## config.mk

```make
export PLATFORM = sky130hd
export DESIGN_NAME = pwm_encoder_flat
export DESIGN_NICKNAME = d
export VERILOG_FILES = /design/src/rtl/pwm_pkg.sv /design/src/rtl/pwm_encoder_if.sv /design/src/rtl/pwm_period_counter.sv /design/src/rtl/pwm_encoder.sv /design/src/flat_wrapper.sv
export SDC_FILE = /design/constraint.sdc
export NUM_CORES = 1
export LEC_CHECK = 0
export BUFFER_PORTS_ARGS = -buffer_cell sky130_fd_sc_hd__buf_2
export CAP_MARGIN = 10
export CORE_MARGIN = 2
export CORE_UTILIZATION = 55
export DETAILED_ROUTE_END_ITERATION = 6
export GPL_TIMING_DRIVEN = 0
export PLACE_DENSITY = 0.78
export SYNTH_ARGS = -nofsm -noshare
export SYNTH_HDL_FRONTEND = slang
export SYNTH_SLANG_ARGS = --single-unit
```

## constraint.sdc

```tcl
create_clock -name clk_div -period 1.94 [get_ports clk_div]
set_input_delay 0.097 -clock clk_div [delete_from_list [all_inputs] [get_ports clk_div]]
set_output_delay 0.097 -clock clk_div [all_outputs]
set_load 0.01 [all_outputs]
```

## src/rtl/pwm_pkg.sv

```systemverilog
// Shared PWM definitions: FSM states, duty word type and period constants.
// The duty ramp generator uses the same duty type so both ends agree on the width.
package pwm_pkg;

  localparam int PWM_WIDTH = 8;
  localparam logic [PWM_WIDTH-1:0] PWM_LAST = 8'd254;

  typedef logic [PWM_WIDTH-1:0] pwm_duty_t;

  typedef enum logic [1:0] {
    IDLE = 2'd0,
    RUN  = 2'd1,
    STOP = 2'd2
  } pwm_state_e;

endpackage

```

## src/rtl/pwm_encoder_if.sv

```systemverilog
// Duty handshake and PWM status bundle between a duty source (master) and
// the PWM encoder (slave).
interface pwm_encoder_if #(
  parameter int WIDTH = 8
);
  logic             en;
  logic [WIDTH-1:0] duty_in;
  logic             duty_load;
  logic             duty_ack;
  logic             pwm_out;
  logic             period_start;
  logic             busy;
  logic [WIDTH-1:0] active_duty;

  modport master (
    output en, duty_in, duty_load,
    input  duty_ack, pwm_out, period_start, busy, active_duty
  );

  modport slave (
    input  en, duty_in, duty_load,
    output duty_ack, pwm_out, period_start, busy, active_duty
  );
endinterface

```

## src/rtl/pwm_period_counter.sv

```systemverilog
// PWM period counter: counts 0..LAST and wraps, with synchronous clear.
// wrap_o flags the last count of the period.
module pwm_period_counter #(
  parameter int WIDTH = 8
) (
  input  logic             clk_div,
  input  logic             rst,
  input  logic             clr_i,
  input  logic             inc_i,
  output logic [WIDTH-1:0] count_o,
  output logic             wrap_o
);

  localparam logic [WIDTH-1:0] LAST = {{(WIDTH-1){1'b1}}, 1'b0};
  localparam logic [WIDTH-1:0] ONE  = {{(WIDTH-1){1'b0}}, 1'b1};
  localparam logic [WIDTH-1:0] ZERO = {WIDTH{1'b0}};

  logic [WIDTH-1:0] count_q;
  logic [WIDTH-1:0] count_d;

  assign wrap_o  = (count_q == LAST);
  assign count_o = count_q;

  // Next count: clear wins over increment; the last count folds back to zero.
  always_comb begin
    count_d = count_q;
    if (clr_i) begin
      count_d = ZERO;
    end else if (inc_i) begin
      count_d = wrap_o ? ZERO : (count_q + ONE);
    end else begin
      count_d = count_q;
    end
  end

  // Count register.
  always_ff @(posedge clk_div or posedge rst) begin
    if (rst) begin
      count_q <= ZERO;
    end else begin
      count_q <= count_d;
    end
  end

endmodule

```

## src/rtl/pwm_encoder.sv

```systemverilog
// PWM encoder: double-buffered duty (shadow -> active at period boundary),
// IDLE/RUN/STOP control and registered compare output.
module pwm_encoder
  import pwm_pkg::*;
#(
  parameter int WIDTH = PWM_WIDTH
) (
  input logic          clk_div,
  input logic          rst,
  pwm_encoder_if.slave bus
);

  localparam logic [WIDTH-1:0] ZERO = {WIDTH{1'b0}};

  pwm_state_e       state_q, state_d;
  logic [WIDTH-1:0] cnt_s;
  logic             wrap_s;
  logic             clr_s;
  logic             inc_s;
  logic             xfer_s;
  logic [WIDTH-1:0] shadow_q, shadow_d;
  logic [WIDTH-1:0] active_q, active_d;
  logic             pwm_q, pwm_d;
  logic             ack_q, ack_d;
  logic             start_q, start_d;
  logic             busy_q, busy_d;

  pwm_period_counter #(.WIDTH(WIDTH)) u_counter (
    .clk_div (clk_div),
    .rst     (rst),
    .clr_i   (clr_s),
    .inc_i   (inc_s),
    .count_o (cnt_s),
    .wrap_o  (wrap_s)
  );

  // Control FSM plus next values of every registered output.
  always_comb begin
    state_d  = state_q;
    clr_s    = 1'b0;
    inc_s    = 1'b0;
    xfer_s   = 1'b0;
    case (state_q)
      IDLE: begin
        clr_s = 1'b1;
        if (bus.en) begin
          state_d = RUN;
          xfer_s  = 1'b1;
        end else begin
          state_d = IDLE;
        end
      end
      RUN: begin
        inc_s = 1'b1;
        if (wrap_s && bus.en) begin
          xfer_s = 1'b1;
        end else if (wrap_s) begin
          // Disabled exactly on the last count: the period is already complete.
          state_d = IDLE;
          clr_s   = 1'b1;
        end else if (!bus.en) begin
          state_d = STOP;
        end else begin
          state_d = RUN;
        end
      end
      STOP: begin
        inc_s = 1'b1;
        if (bus.en) begin
          state_d = RUN;
          xfer_s  = wrap_s;
        end else if (wrap_s) begin
          state_d = IDLE;
          clr_s   = 1'b1;
        end else begin
          state_d = STOP;
        end
      end
      default: begin
        state_d = IDLE;
        clr_s   = 1'b1;
      end
    endcase

    // A load coinciding with a transfer lands in the shadow after the old value moved.
    shadow_d = bus.duty_load ? bus.duty_in : shadow_q;
    active_d = xfer_s ? shadow_q : active_q;
    ack_d    = bus.duty_load;
    pwm_d    = (state_q != IDLE) && (cnt_s < active_q);
    busy_d   = (state_d != IDLE);
    if (state_d == IDLE) begin
      start_d = 1'b0;
    end else begin
      start_d = clr_s || (inc_s && wrap_s) || (!inc_s && (cnt_s == ZERO));
    end
  end

  // State, duty buffers and registered outputs.
  always_ff @(posedge clk_div or posedge rst) begin
    if (rst) begin
      state_q  <= IDLE;
      shadow_q <= ZERO;
      active_q <= ZERO;
      pwm_q    <= 1'b0;
      ack_q    <= 1'b0;
      start_q  <= 1'b0;
      busy_q   <= 1'b0;
    end else begin
      state_q  <= state_d;
      shadow_q <= shadow_d;
      active_q <= active_d;
      pwm_q    <= pwm_d;
      ack_q    <= ack_d;
      start_q  <= start_d;
      busy_q   <= busy_d;
    end
  end

  assign bus.pwm_out      = pwm_q;
  assign bus.duty_ack     = ack_q;
  assign bus.period_start = start_q;
  assign bus.busy         = busy_q;
  assign bus.active_duty  = active_q;

endmodule
```

## src/flat_wrapper.sv

```systemverilog
// flat-port wrapper written by rule: the top's interface ports become plain ports
module pwm_encoder_flat import pwm_pkg::*;
#(
  parameter int WIDTH = PWM_WIDTH
)
  (clk_div, rst, bus_en, bus_duty_in, bus_duty_load, bus_duty_ack, bus_pwm_out, bus_period_start, bus_busy, bus_active_duty);
  pwm_encoder_if #(.WIDTH(WIDTH)) bus_i ();
  input logic clk_div;
  input logic rst;
  input wire logic [$bits(bus_i.en)-1:0] bus_en;
  input wire logic [$bits(bus_i.duty_in)-1:0] bus_duty_in;
  input wire logic [$bits(bus_i.duty_load)-1:0] bus_duty_load;
  output wire logic [$bits(bus_i.duty_ack)-1:0] bus_duty_ack;
  output wire logic [$bits(bus_i.pwm_out)-1:0] bus_pwm_out;
  output wire logic [$bits(bus_i.period_start)-1:0] bus_period_start;
  output wire logic [$bits(bus_i.busy)-1:0] bus_busy;
  output wire logic [$bits(bus_i.active_duty)-1:0] bus_active_duty;
  assign bus_i.en = bus_en;
  assign bus_i.duty_in = bus_duty_in;
  assign bus_i.duty_load = bus_duty_load;
  assign bus_duty_ack = bus_i.duty_ack;
  assign bus_pwm_out = bus_i.pwm_out;
  assign bus_period_start = bus_i.period_start;
  assign bus_busy = bus_i.busy;
  assign bus_active_duty = bus_i.active_duty;
  pwm_encoder #(.WIDTH(WIDTH)) u_core (.clk_div(clk_div), .rst(rst), .bus(bus_i));
endmodule
```

[Word-level counts from Yosys, hierarchy flattened]
Index checks and enable logic that the tools add are counted.
Operators by class
  add/subtract/negate cells: 1
  $lt $le $gt $ge: 1
  equality and inequality tests: 3
  muxes and demuxes: 20
  reduce and logical (&&, ||, !) cells: 14
Operators with widths (number)
  8-bit two-way mux: 3
  2-bit two-way mux: 5
  1-bit two-way mux: 9
  8-bit by 1-bit adder with 8-bit output, second input constant: 1
  8-bit == test, second input constant: 1
  8-bit logical NOT: 1
  8-bit less-than comparator: 1
  2-bit one-hot mux with 3 select lines: 1
  2-bit nonzero test: 3
  1-bit logical AND: 4
  2-bit logical NOT: 2
  1-bit one-hot mux with 3 select lines: 1
  2-bit by 1-bit == test with 1-bit output, second input constant: 1
  2-bit == test, second input constant: 1
  1-bit logical OR: 2
  1-bit one-hot mux with 2 select lines: 1
  2-bit OR reduction: 1
  1-bit logical NOT: 1
Storage, ports and cells
  bits in registers: 30
  output and inout port bits: 12
  word-level logic and storage cells: 47

[Longest topological paths before layout]
Gate-level depths: netlist of the first run.
  depth in word-level cells: 7
  depth in mapped cells: 6
  gate-level depth less buffers: 6

[Hierarchy]
Synthesis of the first run repeated with hierarchy kept, for this count alone.
Unflattened totals
  cell total of the unflattened synthesis: 134
  area, all modules: 1575.3 um^2
Modules (own cells, without submodules)
  pwm_encoder: times used 1, cells an instance 84, area an instance 1089.8 um^2, seq. area each 550.5 um^2
  pwm_period_counter: times used 1, cells an instance 50, area an instance 485.5 um^2, seq. area each 200.2 um^2

[Worst setup path before layout of the first run]
No wires, ideal clock.
  path type: reg2reg
  from: register u_core.u_counter.count_q[0], in the netlist u_core.u_counter.count_o[0]
  to: register u_core.active_q[0], in the netlist u_core.bus.active_duty[0]
  library setup time: 0.125 ns
  arrival: 1.537 ns
  required time: 1.815 ns
  slack: 0.278 ns
  stages on the path, launching flop included: 7
  path through: dfrtp_1 -> inv_1 -> ha_1 -> nand3_1 -> nor2_4 -> a21oi_4 -> mux2_4
On the way
  longest elaborated chain between the ends: 4
  elaborated cells between the ends (all ways): 5
  classes of those cells: 1 x eq/ne; 3 x mux; 1 x reduce/logical
Ends and longest elaborated chain
  from (decl): line pwm_period_counter.sv:18  | logic [WIDTH-1:0] count_q;
  from (signal assigned): line pwm_period_counter.sv:41  | count_q <= count_d;
  8-bit == test (*): line pwm_period_counter.sv:21  | assign wrap_o = (count_q == LAST);
  1-bit logical AND: line pwm_encoder.sv:55  | if (wrap_s && bus.en) begin
  1-bit two-way mux: line pwm_encoder.sv:55
  1-bit one-hot mux with 3 select lines (*): line pwm_encoder.sv:43  | case (state_q)
  to (signal assigned): line pwm_encoder.sv:111  | active_q <= active_d;
  to (decl): line pwm_encoder.sv:22  | logic [WIDTH-1:0] active_q, active_d;
Every way passes the cells marked *; elsewhere a longest branch is shown, timed or not.
A chain may end at the register's enable or synchronous reset.

[Worst setup path after layout of the first run]
  from: register u_core.state_q[1]
  to: register u_core.active_q[6], in the netlist u_core.bus.active_duty[6]
On the way
  longest elaborated chain between the ends: 2
  elaborated cells between the ends (all ways): 4
  classes of those cells: 2 x eq/ne; 1 x mux; 1 x reduce/logical
Ends and longest elaborated chain
  from (decl): line pwm_encoder.sv:15  | pwm_state_e state_q, state_d;
  from (signal assigned): line pwm_encoder.sv:109  | state_q <= state_d;
  2-bit == test (tied with other cells): line pwm_encoder.sv:43
  1-bit one-hot mux with 3 select lines (*): line pwm_encoder.sv:43
Marks and branches as above.

==> results of run 1 <==
==> worst max-delay path: cells and delay by family (launching register included) <==
| kind | cells | cell delay (ps) |
|---|---|---|
| compound gates | 1 | 110 |
| fa+ha+maj | 1 | 170 |
| buf+inv | 2 | 260 |
| flops | 1 | 450 |
| mux | 1 | 300 |
| simple gates | 2 | 410 |
==> cell usage after synthesis (2+ instances only) <==
library cell  count
o211ai_1          2
nand2_1           7
a21o_1            2
dfrtp_1          30
mux2_4            8
inv_1            12
ha_1             14
a31oi_1           3
o21ai_0           4
a21oi_1           5
nor2_1           10
nand3_1           5
xor2_1            3
mux2_2            8
==> where the power goes <==
| part | total [mW] | switching [mW] | leakage, nW | internal, mW |
|---|---|---|---|---|
| clock network | 0.495 | 0.224 | 0.0385 | 0.272 |
| logic | 0.987 | 0.494 | 0.565 | 0.493 |
| registers | 0.959 | 0.159 | 0.371 | 0.800 |
| total | 2.44 | 0.877 | 0.975 | 1.56 |
==> metal layers <==
metal,share of wire,up-vias
li1,-,537
met1,0.42,533
met2,0.49,31
met3,0.058,10
met4,0.025,0
met5,0,-
==> timing repair <==
item | CTS | global route
hold buffers | 9 | 1
resized for setup | 0 | 0
endpoints found under the setup margin | 0 | 8
setup buffers | 0 | 1
endpoints found under the hold margin | 9 | 9
==> stage by stage <==
step / power (mW) / setup slack, ps
floorplan: 1.60 / 278
global placement: 1.82 / 104
detailed placement: 1.89 / 78.6
CTS: 2.39 / 65.1
global route: 2.60 / 38.3
finish: 2.44 / 152
==> sequential cells by signal (all words and copies together) (netlist names) <==
signal and flops:
u_core.bus.busy 1, u_core.shadow_q 8, u_core.bus.pwm_out 1, u_core.bus.period_start 1
u_core.state_q 2, u_core.u_counter.count_o 8, u_core.bus.active_duty 8, u_core.bus.duty_ack 1
==> kinds of logic after synthesis <==
group,Yosys count
AOI/OAI and AO/OA,19
xor gates and xnor gates,4
adders and majority gates,14
buffers and inverters,13
DFF,30
muxes,16
and+or+nand+nor,34
==> final cells by class <==
cell class	count	area, um2
fill	194	796
tap	31	38.8
inverter	12	45.0
timing repair buffer	35	263
clock buffer	6	41.3
multi-input combinational	87	734
clock inverter	2	37.5
buffer	1	3.75
sequential	30	751
==> worst max-delay path by stage <==
| stage | startpoint | endpoint | slack, ps |
|---|---|---|---|
| 2_1_floorplan | u_core.u_counter.count_o[0] | u_core.bus.active_duty[0] | 280 |
| 4_1_cts | u_core.u_counter.count_o[0] | u_core.bus.active_duty[6] | 70 |
| 5_1_grt | u_core.state_q[1] | u_core.bus.active_duty[5] | 40 |
| 6_report | u_core.state_q[1] | u_core.bus.active_duty[6] | 150 |
| 3_3_place_gp | u_core.u_counter.count_o[0] | u_core.bus.active_duty[5] | 100 |
| 3_5_place_dp | u_core.u_counter.count_o[0] | u_core.bus.active_duty[5] | 80 |
==> flow_summary.toml, run 1 <==
[run]
drv_cap = 0

[sta]
fmax_mhz = 559
finalSetupViolCount = 0
relSlewSlack = 0.700
skew_ps = 14.7
tns_ps = 0
hold_slack_ps = 55.9
post-route-period-util = 0.921
worst_slew_pin_slew_ps = 449
rsz0062_at_grt = "false"
finalWorstPathRequiredPeriod_ps = 1790
hold_viol_final = 0
drv_slew = 0

[floorplanning]
io_pins = 24
dieWidth_um = 56.8
die_h_um = 56.8
core_um2 = 2710
num_rows = 19
dieArea_um2 = 3230
initial_utilization = 0.566

[clocking]
clk_path_buf_depth = 2
path_clk_slew_ps = 90
ctsHtreeMaxLevel = 2
cts_inserted_buffers = 5
clockRootBuffer = "clkbuf_4"
cts_tree = "built"
clock_latency_ps = 340
cts.sinks = 30

[detailed_routing]
drt_iter0_drc = 13
wirelength_mm = 3.03
final_antenna_net_count = 0
num_vias = 1111
vias_per_cell = 5.45
drcViolationCount = 0
drtPass1Iterations = 4
wire_per_inst_um = 14.8

[logic_synthesis]
synth_area_leaders = "dfrtp_1 (49%), ha_1 (11%), mux2_4 (7.8%)"
synth_area_um2 = 1530
ys_seq_area_frac = 0.489
synth_top_family_by_area = "multiplexers"
ys_seq_elements = 30
synth_area_leader_cell = "dfrtp_1"
synth-compound-area-share = 0.0808
ys.flop_type = "dfrtp_1"
synth_fa_ha_area_frac = 0.114
synth.avg_cell_area_um2 = 11.8
synth_edf_count = 0
synthArstFlopShare = 1.00
netlist.area_leader.share = 0.489
synth-simple-area-share = 0.124
synth_mux_area_frac = 0.137
synth_cells = 130
yosysWarnings = 0
syn_nets = 156
yosys.area_share.xor_xnor = 0.0228
ys_types = 31

[grt]
grt_max_degree = 31
use_met2 = 0.322
grt_usage = 0.209
overflow = 0
antenna_found_initial = 0
grt-busiest-layer = "met2"
grt_pass1_vias = 1078
grt_use_met3 = 0.0876
gr-usage-met1 = 0.261
grt_pass1_wl_mm = 5.04

[placed_design]
port_buffers = 23
dpl.cell_count = 184
dpl.hpwl_mm = 2.04
place_area_um2 = 1690
place_congestion = 0.844

[worst_setup_path]
crit_type = "reg2reg"
cp-end-kind = "flip-flop"
r2r_end = "u_core.bus.active_duty[6]"
worstPathArrival_ps = 2010
cp-start-kind = "flip-flop"
crit_fanout = 8
cp_slowest_cell = "dfrtp_1"
cp.required_ps = 2160
cp_cell_sequence = "inv_1 > ha_1 > nor2_1 > nor3b_2 > a21oi_4 > buf_12 > mux2_4"
cpPeakStageDelay_ps = 450
r2r_slack_ps = 150
worst-r2r-cell-count = 7
timing.rr.start = "u_core.state_q[1]"

[finish]
layout_common_cells = "dfrtp_1 (30), buf_2 (23), ha_1 (14)"
postLayoutCoreUtil = 0.706
drive_gt1_frac = 0.318
nNetsFinal = 198
area_growth_pct = 24.8
final_common_cell = "dfrtp_1"
postLayoutCellArea_um2 = 1910
final_cells = 204
n_antenna_cell = 0

[run_status]
status = "completed"

[hold_path]
holdPathStages = 3
hp-class = "in2reg"
hold_path_end = "u_core.state_q[1]"
hold_path.startpoint = "bus_en"

[power_and_ir_drop]
ir_worst_vdd_uv = 891
powerDensity_nw_per_um2 = 1280
p_leak_nw = 0.975
Note: power is estimated with default switching activity, not from simulation.
==> run 2: changes to the inputs <==
--- a/config.mk
+++ b/config.mk
@@ -5,6 +5,7 @@
 export SDC_FILE = /design/constraint.sdc
 export NUM_CORES = 1
 export LEC_CHECK = 0
+export ABC_AREA = 1
 export BUFFER_PORTS_ARGS = -buffer_cell sky130_fd_sc_hd__buf_2
 export CAP_MARGIN = 10
 export CORE_MARGIN = 2
==> run 2 against run 1 <==
Largest cell class unchanged. Area after synthesis shrank 0.16%. First-iteration DRC count did not move. Sequential share of layout area increased by 1.1 points. Combinational power fell by 13%. Critical endpoint unchanged. Fmax rose by 5.5%. Clock skew decreased by 7.3 ps. Highest routed layer unchanged.
==> flow_summary.toml, run 2 <==
[worst_setup_path]
crit_type = "reg2reg"
cp-end-kind = "flip-flop"
worst-r2r-cell-count = 9
r2r_slack_ps = 250
cp.required_ps = 2160
timing.rr.start = "u_core.u_counter.count_o[0]"
crit_fanout = 9
cp-start-kind = "flip-flop"
r2r_end = "u_core.bus.active_duty[6]"
worstPathArrival_ps = 1910

[finish]
n_antenna_cell = 0
area_growth_pct = 21.5
nNetsFinal = 229
final_common_cell = "nand2_1"
num-fill-cells = 218
layout_common_cells = "nand2_1 (37), dfrtp_1 (30), buf_2 (23)"
postLayoutCellArea_um2 = 1860
postLayoutCoreUtil = 0.687
drive_gt1_frac = 0.230

[power_and_ir_drop]
finalPower_mw = 2.17
p_leak_nw = 0.995
ir_worst_vdd_uv = 828
powerDensity_nw_per_um2 = 1160

[logic_synthesis]
ys_types = 22
yosysWarnings = 0
synth_area_um2 = 1530
synth_area_leaders = "dfrtp_1 (49%), ha_1 (11%), nand2_1 (9.1%)"
ys_seq_elements = 30
ys.flop_type = "dfrtp_1"
synth_area_leader_cell = "dfrtp_1"
synth_most_common_cell = "nand2_1"
synth_cells = 162
syn_nets = 188
synth_edf_count = 0
synth.avg_cell_area_um2 = 9.45
synthArstFlopShare = 1.00
synth_commonest_cells = "nand2_1 (37), dfrtp_1 (30), inv_1 (22), ha_1 (14), nor2_1 (14)"
ys_seq_area_frac = 0.490
netlist.area_leader.share = 0.490

[run_status]
status = "completed"

[hold_path]
hp-class = "in2reg"
holdPathStages = 5
hold_path_end = "u_core.state_q[1]"
hold_path.startpoint = "bus_en"

[clocking]
path_clk_slew_ps = 100
cts_hold_buf = 9
clock_latency_ps = 320
post_cts_buffers = 0
cts.sinks = 30
cts_inserted_buffers = 5
ctsHtreeMaxLevel = 2
cts_resized = 0
cts_tree = "built"
clk_path_buf_depth = 2
clockRootBuffer = "clkbuf_4"

[sta]
hold_viol_final = 0
relSlewSlack = 0.578
post-route-period-util = 0.874
finalWorstPathRequiredPeriod_ps = 1690
skew_ps = 7.37
fmax_mhz = 590
worst_slew_pin_slew_ps = 633
finalSetupViolCount = 0
rsz0062_at_grt = "false"
tns_ps = 0
drv_slew = 0

[run]
drv_cap = 0

[detailed_routing]
wl_met2_mm = 1.74
wl_met1_mm = 1.19
dr.max_layer_used = "met4"
dr_wl_met3_um = 114
drtPass1Iterations = 4
wire_per_inst_um = 13.1
drt_iter0_drc = 13
drcViolationCount = 0
final_antenna_net_count = 0
vias_per_cell = 5.21
num_vias = 1225
wirelength_mm = 3.08

[placed_design]
place_area_um2 = 1690
port_buffers = 23
dpl.hpwl_mm = 2.21
place_congestion = 0.841

[floorplanning]
dieWidth_um = 56.8
dieArea_um2 = 3220
die_h_um = 56.8
io_pins = 24
core_um2 = 2710
num_rows = 19
initial_utilization = 0.565

[grt]
grt_usage = 0.227
grt_max_degree = 31
overflow = 0
grt_pass1_wl_mm = 5.46
antenna_found_initial = 0
grt_pass1_vias = 1279
## run 2: cell types whose count changed after synthesis, moves of 3 or more
cell     delta
nand2_1    +30
nand3_1     +6
inv_1      +10
o21ai_0     -3
mux2_4      -8
nor2_1      +4
a31oi_1     -3
## run 2: layout make-up
cell class | instances | area, um2 | share of cell area
timing repair buffer | 34 | 230 | 0.124
clock inverter | 1 | 5.00 | 0.00269
inverter | 23 | 86.3 | 0.0464
tap | 31 | 38.8 | 0.0208
multi-input combinational | 107 | 687 | 0.369
sequential | 30 | 751 | 0.403
clock buffer | 7 | 55.1 | 0.0296
buffer | 2 | 7.51 | 0.00403
## run 2: metal layers
layer,GRT usage,up-vias
met4,0.0963,0
met3,0.0783,4
met5,0,-
met1,0.236,600
li1,-,590
met2,0.412,31
## run 2: kinds of logic after synthesis
kind of cell / Yosys count / synth area share
and+or+nand+nor: 72 / 0.217
DFF: 30 / 0.490
adders and majority gates: 14 / 0.114
muxes: 8 / 0.0588
xor gates and xnor gates: 3 / 0.0172
buffers and inverters: 25 / 0.0613
AOI/OAI and AO/OA: 10 / 0.0417
## run 2: how the worst max path moves through the flow
stage	startpoint	end	cells after the start
detailed placement	u_core.u_counter.count_o[0]	u_core.bus.active_duty[6]	9
CTS	u_core.u_counter.count_o[0]	u_core.bus.active_duty[6]	9
global route	u_core.u_counter.count_o[0]	u_core.bus.active_duty[7]	9
floorplan	u_core.u_counter.count_o[0]	u_core.bus.active_duty[4]	9
finish	u_core.u_counter.count_o[0]	u_core.bus.active_duty[6]	9
global placement	u_core.u_counter.count_o[0]	u_core.bus.active_duty[6]	9
## run 2: critical path, stage by stage, from the launching register on
cell	delay, ps
dfrtp_1	430
inv_1	120
ha_1	160
nand2_1	90
nor2_4	140
nand3_2	110
o21ai_4	280
nand2_4	120
nand2_1	80
nand2_1	50
## run 2: power breakdown
group / switching [mW] / internal [mW]
logic: 0.535 / 0.324
registers: 0.124 / 0.793
clock network: 0.215 / 0.176
total: 0.874 / 1.29
## run 2: through the flow
| step | hold slack, ps | std cells | worst slack (ps) |
|---|---|---|---|
| 6_report | 228 | 235 | 245 |
| 5_1_grt | 248 | 235 | 73.3 |
| 4_1_cts | 62.0 | 233 | 233 |
| 3_5_place_dp | 221 | 216 | 265 |
| 3_3_place_gp | 218 | 216 | 296 |
| 2_1_floorplan | 128 | 162 | 490 |
